`src/rtl/l1_cache_pkg.sv`:
```
// ---------------------------------------------------------------------------
// l1_cache_pkg
// Shared definitions for the split L1 (2-way I-cache, 4-way D-cache) and its
// single L2 port scheduler.
//   - address split: tag 12 / index 14 / offset 6
//   - sched_state_t: port scheduler FSM states
//   - SRC_I / SRC_D: encoding of the requesting L1 on l2_req_src
// ---------------------------------------------------------------------------
package l1_cache_pkg;

  localparam int TAG_WIDTH    = 12;
  localparam int INDEX_WIDTH  = 14;
  localparam int OFFSET_WIDTH = 6;

  typedef enum logic [2:0] {
    ST_IDLE  = 3'd0,
    ST_ISSUE = 3'd1,
    ST_WAIT  = 3'd2,
    ST_RESP  = 3'd3,
    ST_INV   = 3'd4
  } sched_state_t;

  localparam logic SRC_I = 1'b0;
  localparam logic SRC_D = 1'b1;

endpackage

```
`src/rtl/l1_l2_port_scheduler_if.sv`:
```
// ---------------------------------------------------------------------------
// l1_l2_port_scheduler_if
// Bundles the L1 request, L2 request/response, evict/invalidate and status
// signals of the L2 port scheduler.
//   master : the scheduler's view (drives readies, L2 request, resp pulses,
//            invalidate, busy)
//   slave  : the environment's view (L1 caches and L2)
// ---------------------------------------------------------------------------
interface l1_l2_port_scheduler_if #(
  parameter int ADDR_WIDTH = 32
);
  logic                  i_req_valid;
  logic                  i_req_ready;
  logic [ADDR_WIDTH-1:0] i_req_addr;
  logic                  d_req_valid;
  logic                  d_req_ready;
  logic [ADDR_WIDTH-1:0] d_req_addr;
  logic                  d_req_write;
  logic                  l2_req_valid;
  logic                  l2_req_ready;
  logic [ADDR_WIDTH-1:0] l2_req_addr;
  logic                  l2_req_write;
  logic                  l2_req_src;
  logic                  l2_resp_valid;
  logic                  i_resp_valid;
  logic                  d_resp_valid;
  logic                  l2_evict_valid;
  logic [ADDR_WIDTH-1:0] l2_evict_addr;
  logic                  l2_evict_ready;
  logic                  d_inv_valid;
  logic [ADDR_WIDTH-1:0] d_inv_addr;
  logic                  busy;

  modport master (
    input  i_req_valid, i_req_addr,
    input  d_req_valid, d_req_addr, d_req_write,
    input  l2_req_ready, l2_resp_valid,
    input  l2_evict_valid, l2_evict_addr,
    output i_req_ready, d_req_ready,
    output l2_req_valid, l2_req_addr, l2_req_write, l2_req_src,
    output i_resp_valid, d_resp_valid,
    output l2_evict_ready, d_inv_valid, d_inv_addr, busy
  );

  modport slave (
    output i_req_valid, i_req_addr,
    output d_req_valid, d_req_addr, d_req_write,
    output l2_req_ready, l2_resp_valid,
    output l2_evict_valid, l2_evict_addr,
    input  i_req_ready, d_req_ready,
    input  l2_req_valid, l2_req_addr, l2_req_write, l2_req_src,
    input  i_resp_valid, d_resp_valid,
    input  l2_evict_ready, d_inv_valid, d_inv_addr, busy
  );

endinterface

```
`src/rtl/l1_l2_port_scheduler_rr_arbiter.sv`:
```
// ---------------------------------------------------------------------------
// l1_rr_arbiter
// Two-input round-robin arbiter (I side vs D side) for L1 read fills.
//   clk, rst_n     : clock, synchronous active-low reset (pointer -> I)
//   req_i, req_d   : read requests
//   upd_en         : a read grant was actually taken this cycle
//   gnt_i, gnt_d   : one-hot grant (combinational)
// The pointer names the side that wins a tie; after a taken grant it moves
// to the side opposite the winner.
// ---------------------------------------------------------------------------
module l1_rr_arbiter (
  input  logic clk,
  input  logic rst_n,
  input  logic req_i,
  input  logic req_d,
  input  logic upd_en,
  output logic gnt_i,
  output logic gnt_d
);
  import l1_cache_pkg::*;

  logic ptr;

  always_ff @(posedge clk) begin
    if (!rst_n) begin
      ptr <= SRC_I;
    end else if (upd_en) begin
      ptr <= gnt_i ? SRC_D : SRC_I;
    end
  end

  always_comb begin
    gnt_i = req_i & ((ptr == SRC_I) | ~req_d);
    gnt_d = req_d & ((ptr == SRC_D) | ~req_i);
  end

endmodule

```
`src/rtl/l1_l2_port_scheduler.sv`:
```
// ---------------------------------------------------------------------------
// l1_l2_port_scheduler
// Shares the single L2 request port between the L1 I-cache and D-cache and
// turns L2 evict commands into a one-cycle D-cache invalidate. One L2
// transaction is outstanding at a time.
//   clk, rst_n : clock, synchronous active-low reset
//   bus        : l1_l2_port_scheduler_if.master (L1 requests, L2 request and
//                response, evict/invalidate, busy)
// Arbitration in IDLE: evict > D writeback > round-robin(I fill, D fill).
// Optional build macro SCHED_STATS_EN adds saturating grant counters
// stat_i_fill, stat_d_fill, stat_d_wb, stat_evict (CNT_WIDTH bits each).
// ---------------------------------------------------------------------------
module l1_l2_port_scheduler #(
  parameter int ADDR_WIDTH   = 32,
  parameter int OFFSET_WIDTH = 6,
  parameter int CNT_WIDTH    = 16
) (
  input  logic                  clk,
  input  logic                  rst_n,
  l1_l2_port_scheduler_if.master bus
`ifdef SCHED_STATS_EN
  ,
  output logic [CNT_WIDTH-1:0]  stat_i_fill,
  output logic [CNT_WIDTH-1:0]  stat_d_fill,
  output logic [CNT_WIDTH-1:0]  stat_d_wb,
  output logic [CNT_WIDTH-1:0]  stat_evict
`endif
);
  import l1_cache_pkg::*;

  function automatic logic [ADDR_WIDTH-1:0] line_align(input logic [ADDR_WIDTH-1:0] a);
    logic [ADDR_WIDTH-1:0] r;
    r = a;
    r[OFFSET_WIDTH-1:0] = '0;
    return r;
  endfunction

  sched_state_t          state, state_nxt;
  logic [ADDR_WIDTH-1:0] lat_addr;
  logic                  lat_write;
  logic                  lat_src;

  logic idle_ok, evict_req, wb_req, dfill_req;
  logic grant_evict, grant_wb, grant_rd, grant_i, grant_df;
  logic rr_gnt_i, rr_gnt_d;

  // Grants are gated by rst_n so nothing is handshaken during reset.
  always_comb begin
    idle_ok     = (state == ST_IDLE) & rst_n;
    evict_req   = bus.l2_evict_valid;
    wb_req      = bus.d_req_valid & bus.d_req_write;
    dfill_req   = bus.d_req_valid & ~bus.d_req_write;
    grant_evict = idle_ok & evict_req;
    grant_wb    = idle_ok & ~evict_req & wb_req;
    grant_rd    = idle_ok & ~evict_req & ~wb_req;
    grant_i     = grant_rd & rr_gnt_i;
    grant_df    = grant_rd & rr_gnt_d;
  end

  // Writebacks and evicts never move the read pointer.
  l1_rr_arbiter u_rr (
    .clk    (clk),
    .rst_n  (rst_n),
    .req_i  (bus.i_req_valid),
    .req_d  (dfill_req),
    .upd_en (grant_i | grant_df),
    .gnt_i  (rr_gnt_i),
    .gnt_d  (rr_gnt_d)
  );

  always_ff @(posedge clk) begin
    if (!rst_n) begin
      state <= ST_IDLE;
    end else begin
      state <= state_nxt;
    end
  end

  always_comb begin
    state_nxt = state;
    case (state)
      ST_IDLE: begin
        if (grant_evict) begin
          state_nxt = ST_INV;
        end else if (grant_wb | grant_i | grant_df) begin
          state_nxt = ST_ISSUE;
        end
      end
      ST_ISSUE: if (bus.l2_req_ready)  state_nxt = ST_WAIT;
      ST_WAIT:  if (bus.l2_resp_valid) state_nxt = ST_RESP;
      ST_RESP:  state_nxt = ST_IDLE;
      ST_INV:   state_nxt = ST_IDLE;
      default:  state_nxt = ST_IDLE;
    endcase
  end

  // An evict reuses lat_addr for the invalidate; src/write keep their values.
  always_ff @(posedge clk) begin
    if (!rst_n) begin
      lat_addr  <= '0;
      lat_write <= 1'b0;
      lat_src   <= SRC_I;
    end else if (grant_evict) begin
      lat_addr  <= line_align(bus.l2_evict_addr);
    end else if (grant_wb | grant_df) begin
      lat_addr  <= line_align(bus.d_req_addr);
      lat_write <= grant_wb;
      lat_src   <= SRC_D;
    end else if (grant_i) begin
      lat_addr  <= line_align(bus.i_req_addr);
      lat_write <= 1'b0;
      lat_src   <= SRC_I;
    end
  end

  always_comb begin
    bus.i_req_ready    = grant_i;
    bus.d_req_ready    = grant_wb | grant_df;
    bus.l2_evict_ready = grant_evict;
    bus.l2_req_valid   = (state == ST_ISSUE);
    bus.l2_req_addr    = lat_addr;
    bus.l2_req_write   = lat_write;
    bus.l2_req_src     = lat_src;
    bus.i_resp_valid   = (state == ST_RESP) & (lat_src == SRC_I);
    bus.d_resp_valid   = (state == ST_RESP) & (lat_src == SRC_D);
    bus.d_inv_valid    = (state == ST_INV);
    bus.d_inv_addr     = lat_addr;
    bus.busy           = (state != ST_IDLE);
  end

`ifdef SCHED_STATS_EN
  function automatic logic [CNT_WIDTH-1:0] sat_inc(input logic [CNT_WIDTH-1:0] v);
    return (&v) ? v : v + {{(CNT_WIDTH-1){1'b0}}, 1'b1};
  endfunction

  always_ff @(posedge clk) begin
    if (!rst_n) begin
      stat_i_fill <= '0;
      stat_d_fill <= '0;
      stat_d_wb   <= '0;
      stat_evict  <= '0;
    end else begin
      if (grant_i)     stat_i_fill <= sat_inc(stat_i_fill);
      if (grant_df)    stat_d_fill <= sat_inc(stat_d_fill);
      if (grant_wb)    stat_d_wb   <= sat_inc(stat_d_wb);
      if (grant_evict) stat_evict  <= sat_inc(stat_evict);
    end
  end
`else
  logic unused_cnt_width;
  assign unused_cnt_width = (CNT_WIDTH > 0);
`endif

endmodule

```
`src/flat_wrapper.sv`:
```
// flat-port wrapper written by rule: the top's interface ports become plain ports
module l1_l2_port_scheduler_flat import l1_cache_pkg::*;
#(
  parameter int ADDR_WIDTH   = 32,
  parameter int OFFSET_WIDTH = 6,
  parameter int CNT_WIDTH    = 16
)
  (clk, rst_n, bus_i_req_valid, bus_i_req_addr, bus_d_req_valid, bus_d_req_addr, bus_d_req_write, bus_l2_req_ready, bus_l2_resp_valid, bus_l2_evict_valid, bus_l2_evict_addr, bus_i_req_ready, bus_d_req_ready, bus_l2_req_valid, bus_l2_req_addr, bus_l2_req_write, bus_l2_req_src, bus_i_resp_valid, bus_d_resp_valid, bus_l2_evict_ready, bus_d_inv_valid, bus_d_inv_addr, bus_busy);
  l1_l2_port_scheduler_if #(.ADDR_WIDTH(ADDR_WIDTH)) bus_i ();
  input  logic clk;
  input  logic rst_n;
  input wire logic [$bits(bus_i.i_req_valid)-1:0] bus_i_req_valid;
  input wire logic [$bits(bus_i.i_req_addr)-1:0] bus_i_req_addr;
  input wire logic [$bits(bus_i.d_req_valid)-1:0] bus_d_req_valid;
  input wire logic [$bits(bus_i.d_req_addr)-1:0] bus_d_req_addr;
  input wire logic [$bits(bus_i.d_req_write)-1:0] bus_d_req_write;
  input wire logic [$bits(bus_i.l2_req_ready)-1:0] bus_l2_req_ready;
  input wire logic [$bits(bus_i.l2_resp_valid)-1:0] bus_l2_resp_valid;
  input wire logic [$bits(bus_i.l2_evict_valid)-1:0] bus_l2_evict_valid;
  input wire logic [$bits(bus_i.l2_evict_addr)-1:0] bus_l2_evict_addr;
  output wire logic [$bits(bus_i.i_req_ready)-1:0] bus_i_req_ready;
  output wire logic [$bits(bus_i.d_req_ready)-1:0] bus_d_req_ready;
  output wire logic [$bits(bus_i.l2_req_valid)-1:0] bus_l2_req_valid;
  output wire logic [$bits(bus_i.l2_req_addr)-1:0] bus_l2_req_addr;
  output wire logic [$bits(bus_i.l2_req_write)-1:0] bus_l2_req_write;
  output wire logic [$bits(bus_i.l2_req_src)-1:0] bus_l2_req_src;
  output wire logic [$bits(bus_i.i_resp_valid)-1:0] bus_i_resp_valid;
  output wire logic [$bits(bus_i.d_resp_valid)-1:0] bus_d_resp_valid;
  output wire logic [$bits(bus_i.l2_evict_ready)-1:0] bus_l2_evict_ready;
  output wire logic [$bits(bus_i.d_inv_valid)-1:0] bus_d_inv_valid;
  output wire logic [$bits(bus_i.d_inv_addr)-1:0] bus_d_inv_addr;
  output wire logic [$bits(bus_i.busy)-1:0] bus_busy;
  assign bus_i.i_req_valid = bus_i_req_valid;
  assign bus_i.i_req_addr = bus_i_req_addr;
  assign bus_i.d_req_valid = bus_d_req_valid;
  assign bus_i.d_req_addr = bus_d_req_addr;
  assign bus_i.d_req_write = bus_d_req_write;
  assign bus_i.l2_req_ready = bus_l2_req_ready;
  assign bus_i.l2_resp_valid = bus_l2_resp_valid;
  assign bus_i.l2_evict_valid = bus_l2_evict_valid;
  assign bus_i.l2_evict_addr = bus_l2_evict_addr;
  assign bus_i_req_ready = bus_i.i_req_ready;
  assign bus_d_req_ready = bus_i.d_req_ready;
  assign bus_l2_req_valid = bus_i.l2_req_valid;
  assign bus_l2_req_addr = bus_i.l2_req_addr;
  assign bus_l2_req_write = bus_i.l2_req_write;
  assign bus_l2_req_src = bus_i.l2_req_src;
  assign bus_i_resp_valid = bus_i.i_resp_valid;
  assign bus_d_resp_valid = bus_i.d_resp_valid;
  assign bus_l2_evict_ready = bus_i.l2_evict_ready;
  assign bus_d_inv_valid = bus_i.d_inv_valid;
  assign bus_d_inv_addr = bus_i.d_inv_addr;
  assign bus_busy = bus_i.busy;
  l1_l2_port_scheduler #(.ADDR_WIDTH(ADDR_WIDTH), .OFFSET_WIDTH(OFFSET_WIDTH), .CNT_WIDTH(CNT_WIDTH)) u_core (.clk(clk), .rst_n(rst_n), .bus(bus_i));
endmodule
```
`config.mk`:
```
export PLATFORM = sky130hd
export DESIGN_NAME = l1_l2_port_scheduler_flat
export DESIGN_NICKNAME = d
export VERILOG_FILES = /design/src/rtl/l1_cache_pkg.sv /design/src/rtl/l1_l2_port_scheduler_if.sv /design/src/rtl/l1_l2_port_scheduler_rr_arbiter.sv /design/src/rtl/l1_l2_port_scheduler.sv /design/src/flat_wrapper.sv
export SDC_FILE = /design/constraint.sdc
export NUM_CORES = 1
export LEC_CHECK = 0
export CORE_MARGIN = 3
export CORE_UTILIZATION = 28
export CTS_CLUSTER_DIAMETER = 50
export DETAILED_ROUTE_END_ITERATION = 12
export GPL_TIMING_DRIVEN = 0
export HOLD_SLACK_MARGIN = 0.06
export MAX_ROUTING_LAYER = met4
export PLACE_DENSITY = 0.77
export SLEW_MARGIN = 0
export SYNTH_ARGS = -nofsm -noshare
export SYNTH_HDL_FRONTEND = slang
export SYNTH_SLANG_ARGS = --single-unit
```
`constraint.sdc`:
```
create_clock -name clk -period 2.9 [get_ports clk]
set_input_delay 0.87 -clock clk [delete_from_list [all_inputs] [get_ports clk]]
set_output_delay 0.87 -clock clk [all_outputs]
set_load 0.005 [all_outputs]
```
==> results of run 1 <==
==> worst max-delay path by stage <==
stage	startpoint	endpoint	slack, ps
finish	rst_n	bus_i_req_ready	50
global route	rst_n	bus_i_req_ready	5
CTS	rst_n	bus_i_req_ready	40
detailed placement	bus_d_req_write	bus_d_req_ready	-890
global placement	bus_d_req_write	bus_d_req_ready	-860
floorplan	rst_n	bus_i_req_ready	-7
==> per-stage QoR <==
stage               instance area, um^2  utilization [%]
floorplan                          2020                -
global placement                   3600             54.8
detailed placement                 3600             54.8
CTS                                3790             57.8
global route                       3790             57.8
finish                             3790             57.8
==> registers in the layout, indices dropped and copies added (netlist names) <==
register and cells:
u_core.bus.d_inv_addr 26, u_core.bus.l2_req_src 1, u_core.u_rr.ptr 1, u_core.state 3
u_core.bus.l2_req_write 1
==> kinds of logic (layout without fill, tap and decap cells) <==
family / Yosys count / count (layout) / synth area share (%)
multiplexers: 15 / 15 / 7.71
buffers and inverters: 57 / 217 / 19.6
AND/OR/NAND/NOR: 55 / 55 / 16.1
other: 1 / 12 / 0.191
AO/OA/AOI/OAI: 47 / 47 / 23.7
flip-flops: 32 / 32 / 32.6
==> report_power, final <==
part / internal (mW) / total (mW) / switching (mW)
registers: 0.498 / 0.547 / 0.0491
logic: 0.459 / 0.674 / 0.215
clock network: 0.211 / 0.368 / 0.157
total: 1.17 / 1.59 / 0.421
==> timing repair <==
item / 4_1_cts / 5_1_grt
buffers inserted: 8 / 0
resized for setup: 30 / 0
endpoints found under the setup margin: 4 / 0
==> per-layer routing <==
metal	GRT usage, %	share of wire [%]	vias up	routed length (um)
li1	-	-	1074	-
met1	19.3	43	984	2930
met2	28.7	47	131	3200
met3	4.67	8.9	6	607
met4	3.83	0.79	0	54
met5	-	0	-	0
==> worst max-delay path: cells and delay by family <==
family,cells,cell delay (ps)
buffers and inverters,3,360
and+or+nand+nor,3,760
==> cells in the final DEF (no fill, tap or decap) <==
master,Yosys,final
o21bai_1,1,1
and4b_1,1,1
nor3_4,0,2
nor3b_1,2,2
nor2_1,4,4
nor4b_4,0,1
nand3b_1,2,2
o31ai_4,0,1
clkdlybuf4s15_1,0,1
or3_1,2,2
o221ai_2,9,9
nand2b_1,2,2
a22o_1,12,12
nand4_1,14,14
a21oi_1,3,3
dfxtp_1,32,32
mux2_2,1,1
inv_2,0,1
o41ai_1,1,1
and2_4,0,2
or4b_4,0,1
o221ai_1,5,5
o21ai_0,2,2
nand3_1,2,2
mux2i_1,14,14
clkbuf_1,7,6
nor3_1,3,2
and2_1,2,1
nand2_1,16,16
nor4bb_1,1,1
dlygate4sd2_1,0,4
conb_1,1,12
clkbuf_8,0,8
clkdlybuf4s50_1,0,139
buf_4,39,46
buf_2,8,6
buf_6,2,6
a221o_1,12,12
o21a_1,1,1
==> final cells by class <==
class / count / area, um^2
Clock buffer: 7 / 96.3
Fill cell: 578 / 2770
Inverter: 1 / 3.75
Sequential cell: 32 / 641
Tap cell: 93 / 116
Timing Repair Buffer: 154 / 1510
Multi-Input combinational cell: 129 / 1020
Buffer: 55 / 409
==> results.txt, run 1 <==
TNS Setup - 0 ps
Skew-Pair Late Insertion Delay - 280 ps
FFs w/ async S/R, synth - 0%
initial cell density of the core - 29.9%
DIE WIDTH - 89.7 um
Place WS - -887 ps
Hold Fails Final Rpt - 0
Crit path arrival time - 1980 ps
CTS Buf Count - 5
Final setup viols - 0
Vias/cell - 4.66
Final Cycle Share - 98.4%
Iter 0 DRT Violations - 38
total die area - 8050 um^2
most used cell, CP - buf_6
Min Hold Slack - 460 ps
f_max - 351 MHz
hold wc startpoint - u_core.bus.l2_req_write
CTS tree - yes
Yosys top cell by area - dfxtp_1
CP required - 2030 ps
Pwr Density - 419 nW/um^2
number of global-route vias before repair - 2196
reg2reg start - u_core.state[0]
overall routing resource usage - 16.7%
Synth Warn # - 0
crit-path max FO - 9
# port buffers - 146
Post-synth top cells - 39 x buf_4, 32 x dfxtp_1, 16 x nand2_1
antenna cells - 0
CP startpoint kind - input pin
post-placement cell count - 457
core area - 6570 um^2
leakage power - 1.57 nW
HPWL Detailed - 5.37 mm
H-tree Lvls - 2
top-level port count - 178
Worst R2R Path Depth - 8
sequential area share after synthesis - 32.6%
Final WS setup - 47.0 ps
first-pass GRT wire length - 10.7 mm
main area contributors after synthesis - dfxtp_1 33%, buf_4 15%, mux2i_1 7.1%, o221ai_2 6.9%, a221o_1 6.1%
Hold Crit Endpoint - u_core.bus.l2_req_write
syn avg cell area - 9.48 um^2
Post-synth EDFFs - 0
reg-to-reg critical path endpoint - u_core.bus.d_inv_addr[13]
slowest CP cell - or4b_4
Final Max Tran Viols - 0
fraction of layout cells with a size suffix above 1 - 22.2%
Gate Count Post-Synth - 207
clock transition at the registers of the reported paths - 60 ps
final std cells w/o fill - 471
Hold Path Class - flop to flop
Netlist Area Pre-Place - 1960 um^2
slowest stage delay, CP - 460 ps
routability cong. - 0.779
Clock Skew - 2.22 ps
largest net degree at the start of global routing - 14
top cell type's share of synthesized area - 32.6%
synth unique cells - 35
Die Ht - 89.7 um
Worst Setup End Kind - primary output
CP Cell Sequence - buf_6, or4b_4, buf_6, nor3_4, and2_4, buf_2
wire per inst - 14.4 um
R2R setup slack - 660 ps
CTS root buffer - clkbuf_8
Synth Register Bits - 32
Syn-to-layout area delta - 93.3%
Layout Nets - 482
row cnt - 29
total grt overflow - 0
Final ANT Viol Nets - 0
CTS sink count - 32
initial antenna violation count - 0
outcome - complete, no violations
worst slew pin tran - 510 ps
number of vias after detailed routing - 2195
total power - 1.59 mW
residual DRC count - 0
cts hold-fix bufs - 0
hold depth - 2
drt pass-1 iters - 5
critical path type - input pin to primary output
max-cap violation count - 0
maximum VDD drop - 0.187 mV
crit path time final - 2850 ps
count leader, synth - buf_4
Max transition margin - 66.0%
Clock Tree Buf Depth - 2
ys flop type - dfxtp_1
Post-Route WL - 6.80 mm
RSZ-0062 raised after global routing - false
Note: power is estimated with default switching activity, not from simulation.
==> run 2: changes to the inputs <==
Settings changed: ABC_AREA set to 1, CORE_UTILIZATION 28 to 33, PLACE_DENSITY 0.77 to 0.78.
==> run 2 against run 1 <==
Against the previous run: non-clock buffer count is 1 higher; routed wire length increased by 32%; sequential power increased by 20%; critical path depth shrank 1; clock skew grew 1.9 ps; clock-buffer cell count is 1 higher; critical endpoint is now bus_l2_evict_ready; largest cell class unchanged.
==> results.txt, run 2 <==
Clock Skew - 4.17 ps
worst slew pin tran - 527 ps
wire per inst - 12.4 um
sequential area share after synthesis - 24.2%
count leader, synth - nand2_1
Worst Setup End Kind - primary output
Vias/cell - 4.35
f_max - 357 MHz
leakage power - 2.35 nW
CTS sink count - 32
top cell type's share of synthesized area - 24.2%
Sequential Area - 641 um^2
Layout Nets - 723
overall routing resource usage - 20.6%
multi-input logic area - 1260 um^2
R2R setup slack - 1070 ps
Yosys top cell by area - dfxtp_1
CTS root buffer - clkbuf_8
M3 GR Usage - 4.66%
Crit path arrival time - 1930 ps
critical path type - input pin to primary output
slowest CP cell - clkdlybuf4s50_1
Skew-Pair Late Insertion Delay - 280 ps
number of vias after detailed routing - 3139
total grt overflow - 0
Syn-to-layout area delta - 67.1%
first-pass GRT wire length - 14.6 mm
# fillers - 770
FFs w/ async S/R, synth - 0%
Final Cycle Share - 96.7%
top-level port count - 178
Pwr Density - 545 nW/um^2
Gate Count Post-Synth - 449
Final setup viols - 0
Max transition margin - 64.9%
Min Hold Slack - 476 ps
fraction of layout cells with a size suffix above 1 - 15.8%
HPWL Detailed - 7.10 mm
initial cell density of the core - 34.1%
DIE WIDTH - 95.6 um
RSZ-0062 raised after global routing - false
antenna cells - 0
Die Ht - 95.6 um
Post-Route WL - 8.94 mm
CP required - 2030 ps
most frequent cells in the layout - 140 x clkdlybuf4s50_1, 98 x nand2_1, 94 x inv_1
CTS tree - yes
routability cong. - 0.825
met1 usage - 23.7%
cts hold-fix bufs - 0
# port buffers - 147
Post-synth EDFFs - 0
core area - 7770 um^2
TNS Setup - 0 ps
crit-path max FO - 4
ys flop type - dfxtp_1
CTS Buf Count - 5
max-cap violation count - 0
Post-synth top cells - 98 x nand2_1, 95 x inv_1, 65 x nor2_1
Synth Register Bits - 32
initial antenna violation count - 0
syn avg cell area - 5.89 um^2
main area contributors after synthesis - dfxtp_1 24%, nand2_1 14%, inv_1 13%, buf_4 11%, nor2_1 9.2%
Place WS - -835 ps
Netlist Area Pre-Place - 2650 um^2
crit path time final - 2800 ps
Iter 0 DRT Violations - 98
total die area - 9130 um^2
Final WS setup - 96.5 ps
drt pass-1 iters - 5
DP Area - 4290 um^2
post-route cell area - 4420 um^2
commonest non-fill, non-tap cell in the layout - clkdlybuf4s50_1
slowest stage delay, CP - 500 ps
Synth Warn # - 0
Final Max Tran Viols - 0
residual DRC count - 0
clock transition at the registers of the reported paths - 70 ps
Hold Path Class - flop to flop
H-tree Lvls - 2
busiest grt layer - met2
outcome - complete, no violations
GR Util met2 - 36.5%
number of global-route vias before repair - 3248
synth unique cells - 26
CP startpoint kind - input pin
CP Cell Sequence - clkdlybuf4s15_2, nand3_4, nor2_4, buf_6, clkdlybuf4s50_1
row cnt - 32
Hold Fails Final Rpt - 0
Largest register FFs - 26
Final ANT Viol Nets - 0
maximum VDD drop - 0.184 mV
largest net degree at the start of global routing - 19
Clock Tree Buf Depth - 2
[run 2: timing repair]
item | 4_1_cts | 5_1_grt
setup buffers | 4 | 2
hold endpoints to repair | 0 | 0
pin swaps | 2 | 4
gates resized for setup | 15 | 3
setup endpoints to repair | 3 | 3
[run 2: worst paths after layout]
| check | cells past startpoint | end | startpoint |
|---|---|---|---|
| max reg2reg | 11 | u_core.bus.d_inv_addr[20] | u_core.state[0] |
| min reg2reg | 2 | u_core.bus.l2_req_write | u_core.bus.l2_req_write |
| max | 5 | bus_l2_evict_ready | rst_n |
| min | 2 | u_core.bus.l2_req_write | u_core.bus.l2_req_write |
[run 2: cells by family (layout without fill, tap and decap cells)]
logic type	Yosys count	after routing	share of synthesized area, %
simple gates	236	236	40.8
buf+inv	156	316	29.9
flops	32	32	24.2
compound gates	24	24	4.96
other cells	1	12	0.142
[run 2: report_power, final]
| group | switching [mW] | internal, mW |
|---|---|---|
| clock | 0.169 | 0.194 |
| sequential | 0.108 | 0.547 |
| combinational | 0.591 | 0.800 |
| total | 0.868 | 1.54 |
[run 2: routing by layer]
layer | vias to the layer above | wire, um
met5 | - | 0
met4 | 0 | 44
met3 | 6 | 826
met2 | 142 | 4380
met1 | 1374 | 3690
li1 | 1617 | -
[run 2: through the flow]
stage	power (mW)	utilization, %	std cells
after global placement	2.00	55.2	709
after floorplan	1.36	-	460
after detailed placement	2.04	55.2	709
after global routing	2.62	56.9	722
final	2.41	56.9	722
after CTS	2.42	56.7	720
[run 2: critical path, delay by kind of cell]
family	cells	cell delay, ps
buf+inv	3	860
simple gates	2	210
[run 2: cell type report]
class | instances | share of cell area [%]
buffer | 57 | 9.56
clock buffer | 8 | 2.04
inverter | 98 | 8.32
multi-input combinational | 272 | 28.5
sequential | 32 | 14.5
tap | 102 | 2.89
timing repair buffer | 153 | 34.2
